## src/rtl/fir_dir.sv

```systemverilog
// rtl/fir_dir.sv - direct-form FIR filter with one time-multiplexed multiplier-accumulator
//
// Purpose:
//   Accepts one signed sample, then runs N = FIR_ORDER+1 MAC cycles over a
//   circular delay line and the coefficient ROM. It presents one output
//   sample and holds it until the sink takes it.
//   Build option FIRDIR_SAT_EN: saturate the shifted result to DOUT_WIDTH.
//   When it is undefined, the result wraps (low DOUT_WIDTH bits are kept).
//
// Ports:
//   clk       in   1           rising-edge clock
//   reset     in   1           synchronous active-high reset
//   asiValid  in   1           input sample valid
//   asiData   in   DIN_WIDTH   signed input sample
//   asiRdy    out  1           block can accept a sample (IDLE only)
//   asoValid  out  1           output sample valid
//   asoData   out  DOUT_WIDTH  signed output sample, held between outputs
//   asoRdy    in   1           sink accepts output
//
// Coefficients:
//   In the vendor flow, the ROM is initialised from COEF_INIT_FILE through the
//   ram_init_file attribute. COEF_VALUES carries the same contents for
//   simulation and for flows that have no MIF support. h[k] sits at bits
//   [k*COEF_WIDTH +: COEF_WIDTH].
`timescale 1ns/1ps

module fir_dir #(
  parameter string COEF_INIT_FILE = "romcoef.mif",
  parameter int    FIR_ORDER      = 32,
  parameter int    COEF_WIDTH     = 16,
  parameter int    DIN_WIDTH      = 16,
  parameter int    ACC_WIDTH      = 40,
  parameter int    DOUT_WIDTH     = 16,
  parameter int    DOUT_SHIFT     = 15,
  parameter logic [(FIR_ORDER+1)*COEF_WIDTH-1:0] COEF_VALUES = '0
) (
  input  logic                         clk,
  input  logic                         reset,
  input  logic                         asiValid,
  input  logic signed [DIN_WIDTH-1:0]  asiData,
  output logic                         asiRdy,
  output logic                         asoValid,
  output logic signed [DOUT_WIDTH-1:0] asoData,
  input  logic                         asoRdy
);

  localparam int N    = FIR_ORDER + 1;
  localparam int PW   = DIN_WIDTH + COEF_WIDTH;
  localparam int AW   = (N > 1) ? $clog2(N) : 1;
  localparam int CNTW = $clog2(N + 3);

  localparam logic [AW-1:0]   PTR_LAST   = AW'(N - 1);
  localparam logic [CNTW-1:0] CLEAR_LAST = CNTW'(N - 1);
  localparam logic [CNTW-1:0] FETCH_END  = CNTW'(N);
  // N fetch cycles plus three pipeline stages (fetch, multiply, accumulate).
  // The accumulator is final when cnt reaches N+2.
  localparam logic [CNTW-1:0] CALC_LAST  = CNTW'(N + 2);

  typedef enum logic [1:0] {S_CLEAR, S_IDLE, S_CALC, S_OUT} state_t;

  state_t                         state, state_nxt;
  logic [CNTW-1:0]                cnt;
  logic [AW-1:0]                  wptr, rptr;
  logic signed [DIN_WIDTH-1:0]    dline [N];
  (* ram_init_file = COEF_INIT_FILE *)
  logic signed [COEF_WIDTH-1:0]   coef_rom [N];
  logic signed [DIN_WIDTH-1:0]    x_q;
  logic signed [COEF_WIDTH-1:0]   h_q;
  logic signed [PW-1:0]           prod;
  logic signed [ACC_WIDTH-1:0]    prod_ext, acc;
  logic signed [DOUT_WIDTH-1:0]   result;
  logic                           fetch, fetch_v, fetch_first, prod_v, prod_first;

  always_comb begin
    for (int i = 0; i < N; i++) begin
      coef_rom[i] = COEF_VALUES[i*COEF_WIDTH +: COEF_WIDTH];
    end
  end

  always_comb begin
    state_nxt = state;
    asiRdy    = 1'b0;
    case (state)
      S_CLEAR: if (cnt == CLEAR_LAST) state_nxt = S_IDLE;
      S_IDLE: begin
        asiRdy = 1'b1;
        if (asiValid) state_nxt = S_CALC;
      end
      S_CALC:  if (cnt == CALC_LAST) state_nxt = S_OUT;
      S_OUT:   if (asoRdy) state_nxt = S_IDLE;
      default: state_nxt = S_CLEAR;
    endcase
  end

  assign fetch    = (state == S_CALC) && (cnt < FETCH_END);
  // A signed size cast sign-extends the product into the accumulator width.
  assign prod_ext = ACC_WIDTH'(prod);

`ifdef FIRDIR_SAT_EN
  localparam logic signed [ACC_WIDTH-1:0] SAT_MAX =
    {{(ACC_WIDTH-DOUT_WIDTH+1){1'b0}}, {(DOUT_WIDTH-1){1'b1}}};
  localparam logic signed [ACC_WIDTH-1:0] SAT_MIN =
    {{(ACC_WIDTH-DOUT_WIDTH+1){1'b1}}, {(DOUT_WIDTH-1){1'b0}}};
  logic signed [ACC_WIDTH-1:0] shifted;

  always_comb begin
    shifted = acc >>> DOUT_SHIFT;
    if (shifted > SAT_MAX)      result = SAT_MAX[DOUT_WIDTH-1:0];
    else if (shifted < SAT_MIN) result = SAT_MIN[DOUT_WIDTH-1:0];
    else                        result = shifted[DOUT_WIDTH-1:0];
  end
`else
  always_comb begin
    result = DOUT_WIDTH'(acc >>> DOUT_SHIFT);
  end
`endif

  always_ff @(posedge clk) begin
    if (reset) begin
      state       <= S_CLEAR;
      cnt         <= '0;
      wptr        <= '0;
      rptr        <= '0;
      acc         <= '0;
      fetch_v     <= 1'b0;
      fetch_first <= 1'b0;
      prod_v      <= 1'b0;
      prod_first  <= 1'b0;
      asoValid    <= 1'b0;
      asoData     <= '0;
    end else begin
      state <= state_nxt;
      if (state_nxt != state)                    cnt <= '0;
      else if (state == S_CLEAR || state == S_CALC) cnt <= cnt + 1'b1;

      // In CLEAR, wptr sweeps every slot once and wraps back to 0.
      if (state == S_CLEAR || (state == S_IDLE && asiValid)) begin
        wptr <= (wptr == PTR_LAST) ? '0 : wptr + 1'b1;
      end
      if (state == S_IDLE && asiValid) begin
        rptr <= wptr;
      end else if (fetch) begin
        rptr <= (rptr == '0) ? PTR_LAST : rptr - 1'b1;
      end

      fetch_v     <= fetch;
      fetch_first <= fetch && (cnt == '0);
      prod_v      <= fetch_v;
      prod_first  <= fetch_first;
      if (prod_v) acc <= prod_first ? prod_ext : acc + prod_ext;

      if (state == S_CALC && state_nxt == S_OUT) begin
        asoValid <= 1'b1;
        asoData  <= result;
      end else if (state == S_OUT && asoRdy) begin
        asoValid <= 1'b0;
      end
    end
  end

  // Datapath storage without reset. The CLEAR state zeroes the delay line.
  always_ff @(posedge clk) begin
    if (state == S_CLEAR)                 dline[wptr] <= '0;
    else if (state == S_IDLE && asiValid) dline[wptr] <= asiData;
    if (fetch) begin
      x_q <= dline[rptr];
      h_q <= coef_rom[cnt[AW-1:0]];
    end
    prod <= x_q * h_q;
  end

endmodule

```

## config.mk

```make
export PLATFORM = sky130hd
export DESIGN_NAME = fir_dir
export DESIGN_NICKNAME = d
export VERILOG_FILES = /design/src/rtl/fir_dir.sv
export SDC_FILE = /design/constraint.sdc
export NUM_CORES = 1
export LEC_CHECK = 0
export BUFFER_PORTS_ARGS = -buffer_cell sky130_fd_sc_hd__buf_4
export CORE_AREA = 8 8 47 49
export DETAILED_ROUTE_END_ITERATION = 8
export DIE_AREA = 0 0 55 57
export PLACE_DENSITY = 0.88
export SYNTH_ARGS = -nofsm -noshare
export SYNTH_HDL_FRONTEND = slang
export SYNTH_SLANG_ARGS = --single-unit
```

## constraint.sdc

```tcl
create_clock -name clk -period 3.5 [get_ports clk]
set_clock_uncertainty 0.05 [all_clocks]
set_input_delay 0.35 -clock clk [delete_from_list [all_inputs] [get_ports clk]]
set_output_delay 0.35 -clock clk [all_outputs]
set_load 0.03 [all_outputs]
```

[Word-level counts from Yosys, hierarchy flattened]
Memories as Yosys holds them, arrays and structs flattened. A register that Yosys moved wholly into a read port is not among the register bits.
Index checks and enable logic that the tools add are counted.
Storage, ports and cells
  output and inout port bits: 18
  bits in writable memories: 528
  logic and storage cells: 62
  memories: 2
  register bits: 113
  memory bits (read-only): 1024
  bits of input ports: 20
Memories
  (no name shown): words 64, width 16, rd ports 1, clocked after Yosys merged registers in 1, wr ports 0, line 167  | h_q <= coef_rom[cnt[AW-1:0]];
  dline: words 33, width 16, rd ports 1, clocked after Yosys merged registers in 1, wr ports 1, line 64  | logic signed [DIN_WIDTH-1:0] dline [N];
Cells by class
  eq/ne operators: 8
  multiplexer cells: 19
  $lt $le $gt $ge: 1
  bitwise gates (word level): 2
  add/subtract/negate cells: 4
  reduce and logical (&&, ||, !) cells: 13
  $mul: 1
Operators with widths (count)
  adder 40 x 32 -> 40 bit: 1
  2-to-1 mux 40 bit: 1
  multiplier 16 x 16 -> 32 bit: 1
  2-to-1 mux 6 bit: 4
  == test 6 bit (second input constant): 3
  2-to-1 mux 16 bit: 1
  adder 6 x 1 -> 6 bit (second input constant): 2
  zero test 6 bit: 2
  2-to-1 mux 1 bit: 8
  2-to-1 mux 2 bit: 4
  one-hot mux 2 bit (4 select lines): 1
  inverter 6 -> 7 bit: 1
  == test 2 bit (second input constant): 3
  less-than comparator 6 bit (second input constant): 1
  subtractor 6 x 1 -> 6 bit (second input constant): 1
  logical AND 1 bit: 5
  nonzero test 2 bit: 2
  == test 2 x 1 -> 1 bit (second input constant): 1
  zero test 2 bit: 1
  logical OR 1 bit: 2
  inequality test 2 bit: 1
  OR reduction 2 bit: 1
  bitwise OR 1 bit: 1

[Longest topological paths before layout]
Gate-level depths: netlist of the first run.
  depth in word-level cells: 6
  gate-level depth with buffers: 5

[Least setup slack after synthesis of the first run]
OpenSTA, ideal clock, no wires.
  path kind: register -> register
  from: register state[1]
  to: register cnt[5]
  cell stages (with the launch flop): 5
  buffers on the path: 1
  data required time: 3.364 ns
  setup slack: 2.090 ns
  arrival time: 1.275 ns
  path through: dfxtp_1 -> clkbuf_1 -> mux2_2 -> a21o_1 -> a211oi_1
Between the ends
  cells in the longest elaborated chain, start to end: 4
Ends and longest elaborated chain
  from (decl): line 61  | state_t state, state_nxt;
  from (signal assigned): line 132  | state <= state_nxt;
  == test 2 bit (tied with other cells): line 83  | case (state)
  one-hot mux 2 bit (4 select lines): line 83
  inequality test 2 bit: line 133  | if (state_nxt != state) cnt <= '0;
  OR reduction 2 bit (no line)
  to (signal assigned): line 134  | else if (state == S_CLEAR || state == S_CALC) cnt <= cnt + 1'b1;
  to (decl): line 62  | logic [CNTW-1:0] cnt;
Parallel ways exist; a longest one is shown, timed or not.
A chain may end at the register's enable or synchronous reset.

[Final worst setup path of the first run]
  from: register state[0]
  to: output port asiRdy
Between the ends
  cells in the longest elaborated chain, start to end: 2
Ends and longest elaborated chain
  == test 2 x 1 -> 1 bit: line 83
  2-to-1 mux 1 bit: line 83
  to (decl): line 41  | output logic asiRdy,
No other way between the ends.

==> results.md, run 1 <==
* Status: finished clean
* Unique cell type count in the Yosys netlist at 26
* Minimum clock period at roughly 1.7 ns
* Core area at around 0.0016 mm^2
* Share of the synthesized area in the top cell type at 0.298
* Hold path depth at 2
* Routed wire length per instance at between 10 and 15 um
* Final ANT Viol Nets at 0
* Max IR drop VDD at between 0.15 and 0.2 mV
* Slew Viols, Final at 0
* Worst hold start: reset
* CTS tree: yes
* Buf/Inv on CP at 1
* Via Count at 460
* Slowest stage delay, CP at roughly 0.60 ns
* Initial DRC Count at 4
* Hold crit path type: in -> reg
* CP max-delay cell: dfxtp_1
* Share of layout cells above drive strength 1 at 0.160
* Power, Total at 0.232 mW
* R2r startpoint: state[0]
* Pleak at about 0.26 nW
* Total GRT Usage at 0.0697
* PwrDens at approximately 370 mW/mm^2
* Post-synth EDFFs at 0
* Final hold vios at 0
* Synth Flop Type: dfxtp_1
* Setup TNS at 0 ns
* Nets at around 100
* Ant diodes at 0
* CP Capture Type: output port
* Post-Synthesis Cell Area at about 600 um^2
* Global-route wire length before repair at approximately 1.7 mm
* Buffers on Ports at 5
* Vias per cell at ~4.7
* Area contributors post-synth: dfxtp_1, buf_4, o21ai_0
* Max_cap viols at 0
* Crit path max-delay family: flip-flops
* H-tree Lvls at 1
* Largest net degree at the start of global routing at 17
* Yosys warns at 0
* Fmax at just under 0.6 GHz
* Sequential share of the synthesized area at 0.298
* Clock Path Buffers at 2
* WP data arrival at 1.29 ns
* GRT Residual Overflow at 0
* RSZ-0062 raised after global routing: false
* Starting density of the core at 0.384
* Die height at roughly 57 um
* Critical path type: reg -> out
* Cells after Synth at 75
* DRT Pass-1 Iters at 4
* Number of fill cells at about 160
* CP Max Fanout at 16
* Root buffer selected by CTS: clkbuf_4
* Most frequent cell after synthesis: buf_4
* Crit. Startpoint: state[0]
* Clk slew on worst S/H paths at ~0.060 ns
* Avg Inst Size Synth at just over 8 um^2
* Setup bufs post-CTS at 0
* Worst Setup Start Kind: register
* Hold endpoint: asoValid
* Die area at roughly 0.0031 mm^2
* # IOs at 38
* Die width at about 55 um
* Ys async rst share at 0
* CP cell instances: nor2b_1, buf_4
* Final setup vio count at 0
* R2r endpoint: cnt[5]
* WL final at 1.05 mm
* Synth top cells by count: buf_4, dfxtp_1, nand2_1, o21ai_0, a21oi_1
* Inserted Clock Buffers at 3
* Required @ worst endpoint at about 3.1 ns
* HPWL Detailed at 855 um
* Fin crit share at 0.483
* Area grow syn2layout at 2.27%
* Vias in the first global route at around 430
* Hold buffer count at CTS at 0
* Insertion delay to the later sink of the worst-skew pair at 0.26 ns
* Largest area contributor in the netlist: dfxtp_1
* Row cnt at 15
* #FFs+latches synth at 9
* Post-cts resize count at 0
* Clock Sink Count at 9
* RePlAce Congestion at about 0.78
* Flop2flop setup slack at between 1.5 and 2 ns
* FF-to-FF path depth at 3
* Initial antenna violation count at 0
* Residual DRC at 0
-- kinds of logic after synthesis --
group / Yosys count / synth area share
buf+inv: 22 / 0.236
simple gates: 22 / 0.213
fa+ha+maj: 2 / 0.0413
xor+xnor: 2 / 0.0289
mux: 2 / 0.0351
compound gates: 15 / 0.143
flops: 9 / 0.298
other cells: 1 / 0.00619
-- worst reg2reg max path, stage by stage, from the launching register on --
cell and delay, ns:
dfxtp_1 0.45, nand4b_1 0.31, or3_1 0.39, a211oi_1 0.24
-- worst max path at each step --
stage / endpoint / slack (ns) / depth (start not counted)
2_1_floorplan: cnt[5] / 2.09 / 4
3_3_place_gp: cnt[5] / 2.06 / 3
3_5_place_dp: cnt[5] / 1.99 / 3
4_1_cts: asiRdy / 1.81 / 2
5_1_grt: asiRdy / 1.72 / 2
6_report: asiRdy / 1.81 / 2
-- placed cells by master, fill, tap and decap left out --
cell,n
nor3b_1,1
buf_4,5
inv_1,4
dfxtp_1,9
mux2i_1,1
a21oi_1,5
nand3_1,1
conb_1,16
nand2_1,6
mux2_2,1
nor2b_1,2
a22oi_1,1
xor2_1,2
o21ai_0,6
or3b_2,1
clkbuf_4,3
nor3_1,3
or2_2,1
a21o_1,1
clkbuf_1,1
a21o_2,1
nor2_1,2
a211oi_1,1
nand4b_1,2
or3_1,2
ha_1,2
or4b_4,1
-- cell type report --
cell class | count | area, um^2 | share of cell area
clock buffers | 4 | 26.3 | 0.0424
inverters | 4 | 15.0 | 0.0242
multi-input cells | 59 | 339 | 0.547
flip-flops and latches | 9 | 180 | 0.291
well taps | 17 | 21.3 | 0.0343
repair buffers | 5 | 37.5 | 0.0606
-- registers in the layout (all words and copies together), names as in the netlist --
register and count:
asoValid 1, cnt 6, state 2
-- routing by layer --
metal / share of wire / vias to the layer above / wire (um) / track usage
met5: 0 / - / 0 / 0
met4: 0.018 / 0 / 19 / 0.0344
met3: 0.11 / 3 / 110 / 0.0312
met2: 0.47 / 14 / 491 / 0.104
met1: 0.40 / 210 / 423 / 0.0808
li1: - / 233 / - / -
-- power by group --
group / switching [mW] / total (mW) / internal, mW
combinational: 0.0328 / 0.0428 / 0.0100
sequential: 0.00352 / 0.109 / 0.105
clock: 0.0362 / 0.0801 / 0.0439
-- metrics by stage --
stage / hold WS, ns / cell area, um^2 / worst slack [ns] / util / instances
after CTS: 0.223 / 619 / 1.81 / 0.393 / 98
after global routing: 0.228 / 619 / 1.72 / 0.393 / 98
final: 0.228 / 619 / 1.81 / 0.393 / 98
after global placement: 0.393 / 593 / 2.06 / 0.376 / 94
after detailed placement: 0.405 / 593 / 1.99 / 0.376 / 94
after floorplan: 0.369 / 662 / 2.09 / - / 90
Note: power is estimated with default switching activity, not from simulation.
==> run 2, diff against run 1 <==
- CORE_AREA: 8 8 47 49 -> 8 8 50 52
- DIE_AREA: 0 0 55 57 -> 0 0 58 60
- PLACE_DENSITY: 0.88 -> 0.82
- clock period: 3.5 -> 1.4 ns (I/O delays scaled with it)
==> run 2 against run 1 <==
Effect of this change:
- the flow now finishes with violations (negative setup slack)
- cell area up 18%
- non-clock buffer count is 9 higher
- clock power increased by 150%
- flip-flop and latch count did not move
- via count increased by 9.1%
- worst setup slack got worse by 1.9 ns
- combinational power rose to 3.3 times the previous value
==> results.md, run 2 (synthesized netlist as in run 1, its figures left out) <==
* Status: finished with violations
* Failing checks: negative setup slack
* DP Cell Count at 103 (+9.6%)
* RSZ-0062 raised after global routing: true
* CTS tree: yes
* Largest net degree at the start of global routing at 10 (-7)
* Worst Setup Start Kind: register
* Hold endpoint: state[1]
* Most common cell after layout, fill and taps aside: conb_1
* # IOs at 38 (unchanged)
* Max_cap viols at 0 (unchanged)
* Biggest regs: cnt: 6 flops, state: 2 flops, asoValid: 1 flops
* Root buffer selected by CTS: clkbuf_4
* Combinational share of power at 0.234 (+0.049)
* Die width at 58 um (+5.5%)
* Most flop-heavy register: cnt
* Minimum clock period at 1.45 ns
* Buffers on Ports at 5 (unchanged)
* Required @ worst endpoint at 1.55 ns (-1.55 ns)
* Vias per cell at 4.65 (-0.97%)
* Ant diodes at 0 (unchanged)
* Die height at 60 um (+5.3%)
* Clock Path Buffers at 2 (unchanged)
* WL final at 1.23 mm (+17%)
* Design area at 728 um^2 (+18%)
* Fmax at 0.690 GHz
* R2r startpoint: cnt[4]
* Crit path max-delay family: simple AND/OR/NAND/NOR gates
* Area grow syn2layout at 20.2%
* Final ANT Viol Nets at 0 (unchanged)
* Routed wire length per instance at 11.4 um (+6.5%)
* Clock Sink Count at 9 (unchanged)
* Max IR drop VDD at 0.551 mV (+180%)
* Internal Power at 0.411 mW (+160%)
* Number of fill cells at 187 (+15%)
* Commonest cells after routing, fill and taps aside: conb_1, buf_4, dfxtp_1
* FF-to-FF path depth at 3 (unchanged)
* Switch share at 0.317 (+0.00475)
* Share of layout cells above drive strength 1 at 0.322 (+0.162)
* Hold path depth at 3 (+1)
* Buf/Inv on CP at 0 (-1)
* Flop2flop setup slack at -0.05 ns (-2.02 ns)
* Nets at 113 (+8.7%)
* Dpl cell area at 654 um^2 (+10%)
* Initial DRC Count at 6 (+2)
* Starting density of the core at 0.336 (-0.0480)
* Residual DRC at 0 (unchanged)
* Total GRT Usage at 0.0741 (+0.00444)
* Row cnt at 16 (+1)
* Critical path type: reg -> reg
* Pleak at 0.314 nW (+22%)
* Hold crit path type: in -> reg
* Clk slew on worst S/H paths at 0.06 ns (about the same)
* Inserted Clock Buffers at 3 (unchanged)
* Slowest stage delay, CP at 0.57 ns (-0.03 ns)
* CP cell instances: or4b_4, or3_1, a21oi_1
* R2r endpoint: asoValid
* Worst hold start: asiValid
* WP data arrival at 1.60 ns (+0.31 ns)
* Core area at 0.00180 mm^2 (+14%)
* RePlAce Congestion at 0.759 (-2.2%)
* CP Capture Type: register
* Final setup vio count at 2 (+2)
* Largest register FFs at 6 (unchanged)
* DRT Pass-1 Iters at 4 (unchanged)
* Vias in the first global route at 448 (+4.7%)
* Final hold vios at 0 (unchanged)
* Register share of total power at 0.437 (-0.033)
* GRT Residual Overflow at 0 (unchanged)
* Setup bufs post-CTS at 0 (unchanged)
* Setup slack after layout at -0.0486 ns (-1.86 ns)
* PwrDens at 826 mW/mm^2 (+120%)
* Via Count at 502 (+9.1%)
* CP max-delay cell: or4b_4
* CP Max Fanout at 6 (-10)
* Clock share of power at 0.328 (-0.017)
* Die area at 0.00348 mm^2 (+11%)
* Slew Viols, Final at 0 (unchanged)
* Fin crit share at 1.03
* Crit. Startpoint: cnt[4]
* Final Non-Filler Cells at 108 (+10%)
* Cell count along the critical path at 3 (+1)
* Global-route wire length before repair at 1.86 mm (+10%)
* Net Switching at 0.191 mW (+160%)
* Insertion delay to the later sink of the worst-skew pair at 0.27 ns (about the same)
* HPWL Detailed at 957 um (+12%)
* Initial antenna violation count at 0 (unchanged)
* H-tree Lvls at 1 (unchanged)
[run 2: through the flow]
stage               setup TNS [ns]   util  total power [mW]  worst slack (ns)  hold WS, ns
CTS                         -0.176  0.390             0.608           -0.0504       0.0981
global placement           -0.0247  0.363             0.392           -0.0175        0.290
detailed placement          -0.149  0.363             0.397           -0.0388        0.297
finish                     -0.0503  0.404             0.602           -0.0486        0.113
global route                -0.199  0.404             0.644           -0.0883        0.113
floorplan                        0      -             0.399           0.00916        0.159
[run 2: worst max-delay path by stage]
stage,to,slack (ns)
2_1_floorplan,asoValid,0.009
3_3_place_gp,asoValid,-0.02
3_5_place_dp,state[0],-0.04
4_1_cts,asoValid,-0.05
5_1_grt,asoValid,-0.09
6_report,asoValid,-0.05
[run 2: power by group through the flow]
stage	Clock (mW)	Combinational [mW]	Sequential, mW
floorplan	0	0.123	0.276
global placement	0	0.119	0.273
detailed placement	0	0.124	0.273
CTS	0.209	0.132	0.267
global route	0.227	0.153	0.264
finish	0.197	0.141	0.263
[run 2: layer usage]
layer | up-vias | routed length, um | GRT usage
met5 | - | 0 | 0
met2 | 16 | 645 | 0.129
met4 | 0 | 41 | 0.0734
met1 | 227 | 421 | 0.0611
met3 | 4 | 117 | 0.0323
li1 | 255 | - | -
[run 2: final cells by class]
type | count | area, um^2 | share of cell area
clock buffers | 3 | 22.5 | 0.0309
clock inverters | 1 | 5.00 | 0.00687
inverters | 4 | 15.0 | 0.0206
multi-input cells | 59 | 368 | 0.505
flip-flops and latches | 9 | 188 | 0.258
well taps | 18 | 22.5 | 0.0309
repair buffers | 14 | 108 | 0.148
[run 2: worst register-to-register path, cell delays in order, from the launching register on]
cell and delay, ns:
dfxtp_1 0.31, or4b_4 0.57, or3_1 0.32, a21oi_1 0.12
[run 2: repair_timing]
action,4_1_cts,5_1_grt
endpoints found under the setup margin,6,8
hold buffers,1,0
pin swaps,0,3
resized for setup,4,7
endpoints found under the hold margin,1,0
